**config.mk**
```make
export PLATFORM = sky130hd
export DESIGN_NAME = fetch_queue
export DESIGN_NICKNAME = d
export VERILOG_FILES = /design/src/rtl/fetch_queue_pkg.sv /design/src/rtl/fetch_queue_mem.sv /design/src/rtl/fetch_queue.sv
export SDC_FILE = /design/constraint.sdc
export NUM_CORES = 1
export LEC_CHECK = 0
export BUFFER_PORTS_ARGS = -buffer_cell sky130_fd_sc_hd__buf_2
export CORE_UTILIZATION = 50
export CTS_CLUSTER_DIAMETER = 80
export DETAILED_ROUTE_END_ITERATION = 10
export PLACE_DENSITY = 0.71
export SYNTH_ARGS = -nofsm -noshare
export SYNTH_HDL_FRONTEND = slang
export SYNTH_SLANG_ARGS = --single-unit
```
**constraint.sdc**
```tcl
create_clock -name Clk -period 7.1 [get_ports Clk]
set_input_delay 0.355 -clock Clk [delete_from_list [all_inputs] [get_ports Clk]]
set_output_delay 0.355 -clock Clk [all_outputs]
set_load 0.01 [all_outputs]
```
**src/rtl/fetch_queue_pkg.sv**
```systemverilog
// Shared fetch pipeline definitions: queue depth default, NOP word,
// PC increment and the 64-bit queue entry layout.
package fetch_queue_pkg;

  localparam int unsigned FQ_DEPTH = 4;
  localparam logic [31:0] NOP      = 32'h0000_0000;
  localparam logic [31:0] PC_INC   = 32'd4;

  // Entry layout: instr in [63:32], address of the following instruction in [31:0]
  typedef struct packed {
    logic [31:0] instr;
    logic [31:0] pcnext;
  } fq_entry_t;

  function automatic fq_entry_t make_entry(input logic [31:0] instr, input logic [31:0] pc);
    fq_entry_t e;
    e.instr  = instr;
    e.pcnext = pc + PC_INC;
    return e;
  endfunction

endpackage

```
**src/rtl/fetch_queue_mem.sv**
```systemverilog
// Circular entry storage for the fetch queue: write port at the tail,
// asynchronous read of the head, pointers cleared by reset or flush.
module fetch_queue_mem
  import fetch_queue_pkg::*;
#(
  parameter int unsigned DEPTH = FQ_DEPTH
) (
  input  logic      clk,
  input  logic      rst,
  input  logic      clr,
  input  logic      push,
  input  logic      pop,
  input  fq_entry_t wr_entry,
  output fq_entry_t rd_entry
);

  localparam int unsigned PW = $clog2(DEPTH);

  fq_entry_t       mem_r [DEPTH];
  logic [PW-1:0]   head_r;
  logic [PW-1:0]   tail_r;

  // Entry storage, written at the tail on every push
  always_ff @(posedge clk) begin
    if (push) begin
      mem_r[tail_r] <= wr_entry;
    end
  end

  // Head/tail pointers; DEPTH is a power of two so natural overflow wraps them
  always_ff @(posedge clk) begin
    if (rst || clr) begin
      head_r <= PW'(0);
      tail_r <= PW'(0);
    end else begin
      if (push) begin
        tail_r <= tail_r + PW'(1);
      end
      if (pop) begin
        head_r <= head_r + PW'(1);
      end
    end
  end

  assign rd_entry = mem_r[head_r];

endmodule

```
**src/rtl/fetch_queue.sv**
```systemverilog
// Instruction fetch queue: owns FetchPC, the occupancy counter and the
// push/pop/flush control around the fetch_queue_mem storage.
module fetch_queue
  import fetch_queue_pkg::*;
#(
  parameter int unsigned DEPTH    = FQ_DEPTH,
  parameter logic [31:0] RESET_PC = 32'h0000_0000
) (
  input  logic                     Clk,
  input  logic                     Rst,
  input  logic                     Stall,
  input  logic                     Flush,
  input  logic [31:0]              TargetPC,
  output logic [31:0]              MemAddr,
  input  logic [31:0]              MemData,
  output logic [31:0]              Instr,
  output logic [31:0]              PCnext,
  output logic                     Valid,
  output logic [$clog2(DEPTH):0]   Count
);

  localparam int unsigned CW       = $clog2(DEPTH) + 1;
  localparam logic [CW-1:0] FULL_CNT = CW'(DEPTH);
  localparam logic [CW-1:0] ONE_CNT  = CW'(1);
  localparam logic [CW-1:0] ZERO_CNT = CW'(0);

  logic [31:0]   fetch_pc_r;
  logic [31:0]   fetch_pc_nx_s;
  logic [CW-1:0] count_r;
  logic [CW-1:0] count_nx_s;
  logic          valid_s;
  logic          push_s;
  logic          pop_s;
  fq_entry_t     wr_entry_s;
  fq_entry_t     head_entry_s;

  fetch_queue_mem #(.DEPTH(DEPTH)) u_mem (
    .clk      (Clk),
    .rst      (Rst),
    .clr      (Flush),
    .push     (push_s),
    .pop      (pop_s),
    .wr_entry (wr_entry_s),
    .rd_entry (head_entry_s)
  );

  // Push/pop decisions; a full queue still accepts when the head leaves this cycle
  always_comb begin
    valid_s    = (count_r != ZERO_CNT);
    pop_s      = valid_s && !Stall && !Flush && !Rst;
    push_s     = !Flush && !Rst && ((count_r < FULL_CNT) || pop_s);
    wr_entry_s = make_entry(MemData, fetch_pc_r);
  end

  // Next occupancy and next fetch address
  always_comb begin
    count_nx_s    = count_r;
    fetch_pc_nx_s = fetch_pc_r;
    if (Flush) begin
      count_nx_s    = ZERO_CNT;
      fetch_pc_nx_s = TargetPC;
    end else begin
      case ({push_s, pop_s})
        2'b10:   count_nx_s = count_r + ONE_CNT;
        2'b01:   count_nx_s = count_r - ONE_CNT;
        default: count_nx_s = count_r;
      endcase
      if (push_s) begin
        fetch_pc_nx_s = fetch_pc_r + PC_INC;
      end else begin
        fetch_pc_nx_s = fetch_pc_r;
      end
    end
  end

  // State registers; reset outranks flush
  always_ff @(posedge Clk) begin
    if (Rst) begin
      fetch_pc_r <= RESET_PC;
      count_r    <= ZERO_CNT;
    end else begin
      fetch_pc_r <= fetch_pc_nx_s;
      count_r    <= count_nx_s;
    end
  end

  // Head presentation, forced to NOP/zero when the queue is empty
  always_comb begin
    MemAddr = fetch_pc_r;
    Count   = count_r;
    Valid   = valid_s;
    if (valid_s) begin
      Instr  = head_entry_s.instr;
      PCnext = head_entry_s.pcnext;
    end else begin
      Instr  = NOP;
      PCnext = 32'h0000_0000;
    end
  end

endmodule

```
Word-level counts from Yosys, hierarchy flattened
Memory sizes are Yosys's and may differ from the RTL's. A register that Yosys moved wholly into a read port is not among the register bits.
Index checks and enable logic that the tools add are counted.
{ "classes": {"n_bitwise": 0, "div_mod_pow": 0, "add_sub_neg": 5, "mul": 0, "magnitude_cmp": 1, "shifts": 0, "n_eq_ne": 2, "muxes": 9, "n_reduce_logical": 14} }
{ "op_table": {"columns": ["operator", "n"], "rows": [
  ["32-bit two-way mux", 4],
  ["32-bit by 3-bit adder with 32-bit output (second input constant)", 1],
  ["3-bit one-hot mux with 2 select lines", 1],
  ["1-bit logical AND", 5],
  ["2-bit by 1-bit adder with 2-bit output (second input constant)", 2],
  ["2-bit two-way mux", 2],
  ["2-bit nonzero test", 2],
  ["3-bit by 1-bit adder with 3-bit output (second input constant)", 1],
  ["1-bit zero test", 3],
  ["3-bit less-than comparator (second input constant)", 1],
  ["3-bit nonzero test", 1],
  ["3-bit by 1-bit subtractor with 3-bit output (second input constant)", 1],
  ["2-bit by 1-bit == test with 1-bit output (second input constant)", 1],
  ["2-bit == test (second input constant)", 1],
  ["1-bit logical OR", 2],
  ["1-bit two-way mux", 2],
  ["2-bit OR reduction", 1]
]} }
{ "totals": {"output_inout_bits": 100, "romBits": 0, "reg_bits": 39, "input_bits": 68, "wordCells": 36, "latch_bits": 0, "mem_count": 1, "mem_bits_rw": 256} }
{ "mem_list": {"columns": ["memory", "words", "width", "read_ports", "rd_ports_with_merged_regs", "write_ports", "line", "rtl"], "rows": [
  ["u_mem.mem_r", 4, 64, 1, 1, 1, "fetch_queue_mem.sv:19", "fq_entry_t mem_r [DEPTH];"]
]} }

Logic depth before layout (Yosys ltp)
Gate-level depths: netlist (run 1).
{ "depth": {"word_depth": 8, "depth_mapped": 10, "mapped_depth_nobuf": 9} }

Modules after synthesis
Synthesis (run 1) repeated with hierarchy kept, for this count alone.
{ "unflattened": {"cells_unflattened": 763, "area_unflattened_um2": 12598.3} }
{ "by_module_without_submodules": {"columns": ["module", "seq_area_each_um2", "instances", "area_each_um2", "cells_each"], "rows": [
  ["fetch_queue_mem", 7807.5, 1, 9584.2, 361],
  ["fetch_queue", 700.7, 1, 3014.1, 402]
]} }

Worst setup path after synthesis (run 1)
Ideal clock, no wire load.
{ "synth_path": {"kind": "input-to-reg", "start": "input Rst", "end": "memory u_mem.mem_r[0][0] (netlist bit), enable pin", "setup_ps": 429, "path_stages": 5, "arrival_time_ps": 2533, "slack_ps": 4138, "n_path_buf": 2, "path_cell_list": "clkbuf_2 -> or2_1 -> nor2_1 -> buf_4 -> and2_1"} }
{ "synth_via": {"elab_chain_cells": 6, "word_cells_on_any_way": 7, "classes_between": "mux (2); reduce/logical (5)"} }
{ "synth_rtl": {"columns": ["element", "line", "rtl"], "rows": [
  ["from (decl)", "fetch_queue.sv:10", "input logic Rst,"],
  ["1-bit zero test *", "fetch_queue.sv:50, fetch_queue.sv:51", null],
  ["1-bit logical AND", "fetch_queue.sv:50", "pop_s = valid_s && !Stall && !Flush && !Rst;"],
  ["1-bit logical OR", "fetch_queue.sv:51", "push_s = !Flush && !Rst && ((count_r < FULL_CNT) || pop_s);"],
  ["1-bit logical AND *", "fetch_queue.sv:51", null],
  ["1-bit two-way mux *", "fetch_queue_mem.sv:25", "if (push) begin"],
  ["1-bit two-way mux (not written as such) *", "fetch_queue_mem.sv:26", "mem_r[tail_r] <= wr_entry;"],
  ["to (decl)", "fetch_queue_mem.sv:19", null]
]} }
Every way passes the cells marked *; elsewhere a longest branch is shown, timed or not.

==> summary.txt, run 1 <==
Run status
  – Status: completed

Synth
  – Synth Flop Type: edfxtp_1
  – Fraction of registers with async set or reset after synthesis: 0
  – Avg Cell Area, Syn: 16.4 um2
  – Sequential share of the synthesized area: 0.685
  – Synth unique cells: 47
  – Cell area after synthesis: roughly 12000 um2
  – Number of flops mapped to enable cells by yosys: approximately 260
  – Most frequent cells after synthesis: edfxtp_1, and2_1, mux4_2, nor2_1, dfxtp_1
  – Synth Register Bits: 297
  – Most frequent cell after synthesis: edfxtp_1
  – Synthesized instance count: 757
  – Area contributors post-synth: edfxtp_1, mux4_2, dfxtp_1, and2_1, xor2_1
  – Area share of the largest cell type after synthesis: 0.619
  – Yosys warns: 0
  – Mapped Nets: around 830
  – Cell taking the most area after synthesis: edfxtp_1

Clock tree
  – H-tree Lvls: 1
  – Root Buffer: clkbuf_16
  – Clk slew on worst S/H paths: 0.06 ns
  – CTS tree: built
  – Clock latency on the worst-skew pair: between 0.5 and 0.6 ns
  – Clock sinks: 297
  – Post-CTS Setup Inserts: 0
  – CTS resizes: 0
  – Post-CTS Hold Buffers: 0
  – Bufs on Longest Clock Path: 3
  – Total CTS buffers: 29

Detailed routing
  – Via density: 5.61
  – Starting DRT DRC Count: 480
  – 1st-pass router iterations: 5
  – # DRC: 0
  – Wire length per cell: 19.9 um
  – Total wire length: 25000 um
  – DR vias: 7047
  – Routed Antenna Nets: 0

Worst setup path
  – Required @ worst endpoint: 6.74 ns
  – CP Class: reg -> out
  – CP Capture Type: output port
  – CP max FO: 48
  – Crit path arrival time: 2.94 ns
  – Startpoint Class: flop

Run
  – Max-cap viol count: 0

STA
  – Setup tns final: 0 ns
  – Final Cycle Share: 0.465
  – Slew @ Worst Pin: between 1 and 1.5 ns
  – Finish-stage setup viols: 0
  – Unrepaired setup endpoints after global routing: false
  – Max-slew violations: 0
  – Setup WS post-layout: 3.80 ns
  – Fmax: a little over 0.3 GHz
  – Max-slew headroom at the worst pin: 0.290
  – Tmin final: between 3 and 4 ns
  – Hold Fails Final Rpt: 0
  – Clk_skew: 0.00903 ns

Global routing
  – Grt total ovfl: 0
  – GR Util All Layers: 0.198
  – Initial antenna violation count: 1
  – First-pass GRT wire length: 38800 um
  – Vias in the first global route: 6833
  – Largest net degree at the start of global routing: 66

Final layout
  – Nets@finish: 984
  – Post-route cell area: 14400 um2
  – Area grow syn2layout: 16.1%
  – Fillers: 1836
  – Core Util, Final: 0.593
  – Share of cells above drive strength 1: 0.310
  – Ant. Diodes: 0

Floorplanning
  – Starting Density: 0.511
  – Die Y: between 150 and 200 um
  – # rows: 57
  – Die ar.: ~25000 um2
  – I/O pins: 168
  – Die Width: 160 um
  – CORE AREA: 24300 um2

Pwr
  – Static Leak: 0.00515 uW
  – VDD IR max: 0.000218 V
  – Total power: 3710 uW
  – Pwr/cell area: 257 nW/um2

Place
  – Setup WS pre-CTS: 4.02 ns
  – PortBufs: about 170
  – Dpl hpwl: between 15000 and 20000 um
  – Gpl congestion: 0.781
  – Placed inst area: 13400 um2

Worst hold path
  – Worst hold-check path type: in -> reg
metal layers:
metal / global-route usage / share of wire
met1: 0.284 / 0.43
met2: 0.319 / 0.49
met3: 0.0341 / 0.060
met4: 0.0428 / 0.018
met5: 0 / 0
layout make-up:
| class | instances | area [um2] | area share |
|---|---|---|---|
| Sequential cell | 297 | 8520 | 0.591 |
| Timing Repair Buffer | 170 | 858 | 0.0595 |
| Inverter | 14 | 52.6 | 0.00364 |
| Clock buffer | 35 | 748 | 0.0519 |
| Tap cell | 324 | 405 | 0.0281 |
| Clock inverter | 19 | 226 | 0.0157 |
| Multi-Input combinational cell | 397 | 3610 | 0.251 |
stage by stage:
step           std cells  hold slack, ns
3_5_place_dp        1202           0.495
2_1_floorplan        757           0.454
5_1_grt             1256          0.0112
3_3_place_gp        1202           0.485
6_report            1256          0.0221
4_1_cts             1256        0.000981
logic make-up (layout without fill, tap and decap cells):
| logic type | after synthesis | count (layout) | share of synthesized area |
|---|---|---|---|
| flip-flops | 297 | 297 | 0.685 |
| AND/OR/NAND/NOR | 223 | 223 | 0.101 |
| multiplexers | 66 | 66 | 0.118 |
| buffers and inverters | 63 | 238 | 0.0246 |
| AO/OA/AOI/OAI | 59 | 59 | 0.0338 |
| XOR/XNOR | 42 | 42 | 0.0296 |
| adder cells (fa/ha/maj) | 7 | 7 | 0.00766 |
flip-flops by register name (all words and copies together) (netlist names), named ones only:
name	count
u_mem.tail_r	2
u_mem.mem_r	256
Count	3
u_mem.head_r	2
MemAddr	32
critical path: stages (launching register included):
cell,delay (ns)
dfxtp_4,0.59
buf_4,0.79
mux4_2,0.60
and2_1,0.23
buf_2,0.16
cell usage in the layout, fill, tap and decap left out, drive strengths merged, types with 14 or more instances in the layout:
| cell | instances |
|---|---|
| nand3 | 14 |
| inv | 15 |
| xnor2 | 16 |
| and2 | 71 |
| a21oi | 14 |
| nand4 | 14 |
| dfxtp | 41 |
| mux4 | 64 |
| edfxtp | 256 |
| buf | 170 |
| nand2 | 26 |
| clkbuf | 35 |
| xor2 | 26 |
| nor2 | 46 |
path summary, 6_finish.rpt:
| check | startpoint | endpoint | slack [ns] | cells past startpoint |
|---|---|---|---|---|
| hold reg to reg | u_mem.tail_r[1] | u_mem.tail_r[1] | 0.52 | 2 |
| setup / recovery | flop | PCnext[18] | 3.80 | 4 |
| hold / removal | MemData[1] | u_mem.mem_r[0][33] | 0.02 | 1 |
| setup reg to reg | MemAddr[2] | u_mem.mem_r[1][28] | 4.32 | 5 |
report_power, final:
group / switching, uW / internal [uW] / total, uW
Combinational: 105 / 72.2 / 177
Sequential: 33.0 / 1940 / 1980
Clock: 626 / 932 / 1560
Total: 764 / 2950 / 3710
Note: power is estimated with default switching activity, not from simulation.
==> inputs of run 2 (changes only) <==
==> constraint.sdc (replaced) <==
create_clock -name Clk -period 3.1 [get_ports Clk]
set_input_delay 0.155 -clock Clk [delete_from_list [all_inputs] [get_ports Clk]]
set_output_delay 0.155 -clock Clk [all_outputs]
set_load 0.01 [all_outputs]
==> run 2 against run 1 <==
Net effect:
- register-to-register slack got worse by 3.6 ns
- cell count increased by 6.7%
- clock skew increased by 0.013 ns
- sequential power increased by 130%
- worst hold slack improved by 0.0086 ns
- sequential share of layout area decreased by 3.2 points
- first-iteration DRC count increased by 2.9%
- non-clock buffer count increased by 83
- largest cell class unchanged
- largest power group unchanged
==> summary.txt, run 2 (synthesized netlist as in run 1, its figures left out) <==
Run status
  – Status: completed

Final layout
  – Max reg flops: 256 (unchanged)
  – Leading cell types in the layout, fill and taps excluded: edfxtp_1, buf_2, and2_1
  – Share of cells above drive strength 1: 0.305 (-0.00497)
  – Commonest non-fill, non-tap cell in the layout: edfxtp_1
  – Ant. Diodes: 0 (unchanged)
  – Post-route cell area: 15300 um2 (+5.8%)
  – Nets@finish: 1069 (+8.6%)
  – Fillers: 1770 (-3.6%)
  – Area grow syn2layout: 22.8%
  – Top reg by flops: u_mem.mem_r

Detailed routing
  – 1st-pass router iterations: 4 (-1)
  – # DRC: 0 (unchanged)
  – Starting DRT DRC Count: 494 (+2.9%)
  – Via density: 5.51 (-1.7%)
  – DR vias: 7389 (+4.9%)
  – Wire length per cell: 19.9 um (-0.22%)
  – Routed Antenna Nets: 0 (unchanged)
  – Total wire length: 26600 um (+6.5%)

Global routing
  – Largest net degree at the start of global routing: 45 (-32%)
  – First-pass GRT wire length: 41400 um (+6.6%)
  – Grt total ovfl: 0 (unchanged)
  – GR Util All Layers: 0.211 (+0.0131)
  – Vias in the first global route: 7490 (+9.6%)
  – Initial antenna violation count: 0 (-1)

Floorplanning
  – Starting Density: 0.511 (unchanged)
  – CORE AREA: 24300 um2 (unchanged)
  – Die Y: 160 um (unchanged)
  – Die ar.: 25500 um2 (unchanged)
  – Die Width: 160 um (unchanged)
  – I/O pins: 168 (unchanged)
  – # rows: 57 (unchanged)

STA
  – Final Cycle Share: 0.848
  – Slew @ Worst Pin: 0.722 ns (-0.333 ns)
  – Tmin final: 2.63 ns
  – Unrepaired setup endpoints after global routing: false
  – Finish-stage setup viols: 0 (unchanged)
  – Clk_skew: 0.0224 ns (+0.0134 ns)
  – Hold Fails Final Rpt: 0 (unchanged)
  – Max-slew violations: 0 (unchanged)
  – Fmax: 0.381 GHz
  – Max-slew headroom at the worst pin: 0.514 (+0.224)
  – Setup tns final: 0 ns (unchanged)

Worst setup path
  – Required @ worst endpoint: 2.94 ns (-3.80 ns)
  – R2r setup slk: 0.71 ns (-3.61 ns)
  – CP max FO: 25 (-48%)
  – Worst R2R Path Depth: 6 (+1)
  – Capturing point of the worst reg2reg path: u_mem.mem_r[1][30]
  – CP Class: reg -> out
  – Worst r2r src: MemAddr[2]
  – Crit path arrival time: 2.47 ns (-0.47 ns)
  – Startpoint Class: flop
  – CP Capture Type: output port

Worst hold path
  – Worst Hold Depth: 4 (+3)
  – Worst hold-check path type: in -> reg
  – Min-delay src: Stall

Place
  – PortBufs: 167 (unchanged)
  – Placed inst area: 13600 um2 (+1.3%)
  – Gpl congestion: 0.830 (+6.4%)
  – Dpl hpwl: 16700 um (+9.2%)

Clock tree
  – CTS tree: built
  – Clock latency on the worst-skew pair: 0.55 ns (about the same)
  – Post-CTS Hold Buffers: 64 (+64)
  – Clk slew on worst S/H paths: 0.06 ns (about the same)
  – Bufs on Longest Clock Path: 3 (unchanged)
  – Clock sinks: 297 (unchanged)
  – H-tree Lvls: 1 (unchanged)
  – Total CTS buffers: 31 (+6.9%)
  – CTS resizes: 0 (unchanged)
  – Root Buffer: clkbuf_16
  – Post-CTS Setup Inserts: 0 (unchanged)

Pwr
  – Total power: 8570 uW (+130%)
  – VDD IR max: 0.000367 V (+68%)
  – Static Leak: 0.00553 uW (+7.4%)
  – Pwr/cell area: 562 nW/um2 (+120%)

Run
  – Max-cap viol count: 0 (unchanged)
## run 2: worst max path at each step
stage	start	endpoint	slack [ns]	cells past startpoint
4_1_cts	flop	PCnext[25]	0.38	4
3_3_place_gp	Rst	Count[2]	0.77	11
2_1_floorplan	Count[2]	u_mem.mem_r[2][0]	0.19	5
6_report	flop	PCnext[25]	0.47	4
5_1_grt	flop	PCnext[25]	0.31	4
3_5_place_dp	Flush	Count[2]	0.69	11
## run 2: where the power goes
part           switching [uW]  internal (uW)
clock                    1450           2120
sequential               75.5           4450
combinational             257            227
## run 2: worst max-delay path: stages (launching register included)
cell and delay, ns:
dfxtp_4 0.70, buf_4 0.34, mux4_2 0.51, and2_1 0.20
buf_2 0.15
## run 2: routing by layer
| layer | GRT usage | up-vias | wire (um) |
|---|---|---|---|
| met5 | 0 | - | 0 |
| met1 | 0.287 | 3670 | 11500 |
| met2 | 0.352 | 252 | 12900 |
| li1 | - | 3422 | - |
| met4 | 0.0542 | 0 | 603 |
| met3 | 0.0380 | 45 | 1580 |
## run 2: per-stage QoR
| step | std cells | util | setup slack [ns] | hold WS, ns |
|---|---|---|---|---|
| after CTS | 1340 | 0.627 | 0.384 | 0.00360 |
| final | 1340 | 0.627 | 0.472 | 0.0307 |
| after detailed placement | 1221 | 0.560 | 0.687 | 0.373 |
| after floorplan | 757 | - | 0.193 | 0.254 |
| after global placement | 1221 | 0.560 | 0.765 | 0.372 |
| after global routing | 1340 | 0.627 | 0.308 | 0.0656 |
## run 2: cell type report
type / instances / area (um2) / area share
clock buffer: 43 / 831 / 0.0545
clock inverter: 12 / 155 / 0.0102
inverter: 14 / 52.6 / 0.00345
multi-input combinational: 397 / 3610 / 0.237
sequential: 297 / 8520 / 0.558
tap: 324 / 405 / 0.0266
timing repair buffer: 253 / 1680 / 0.110
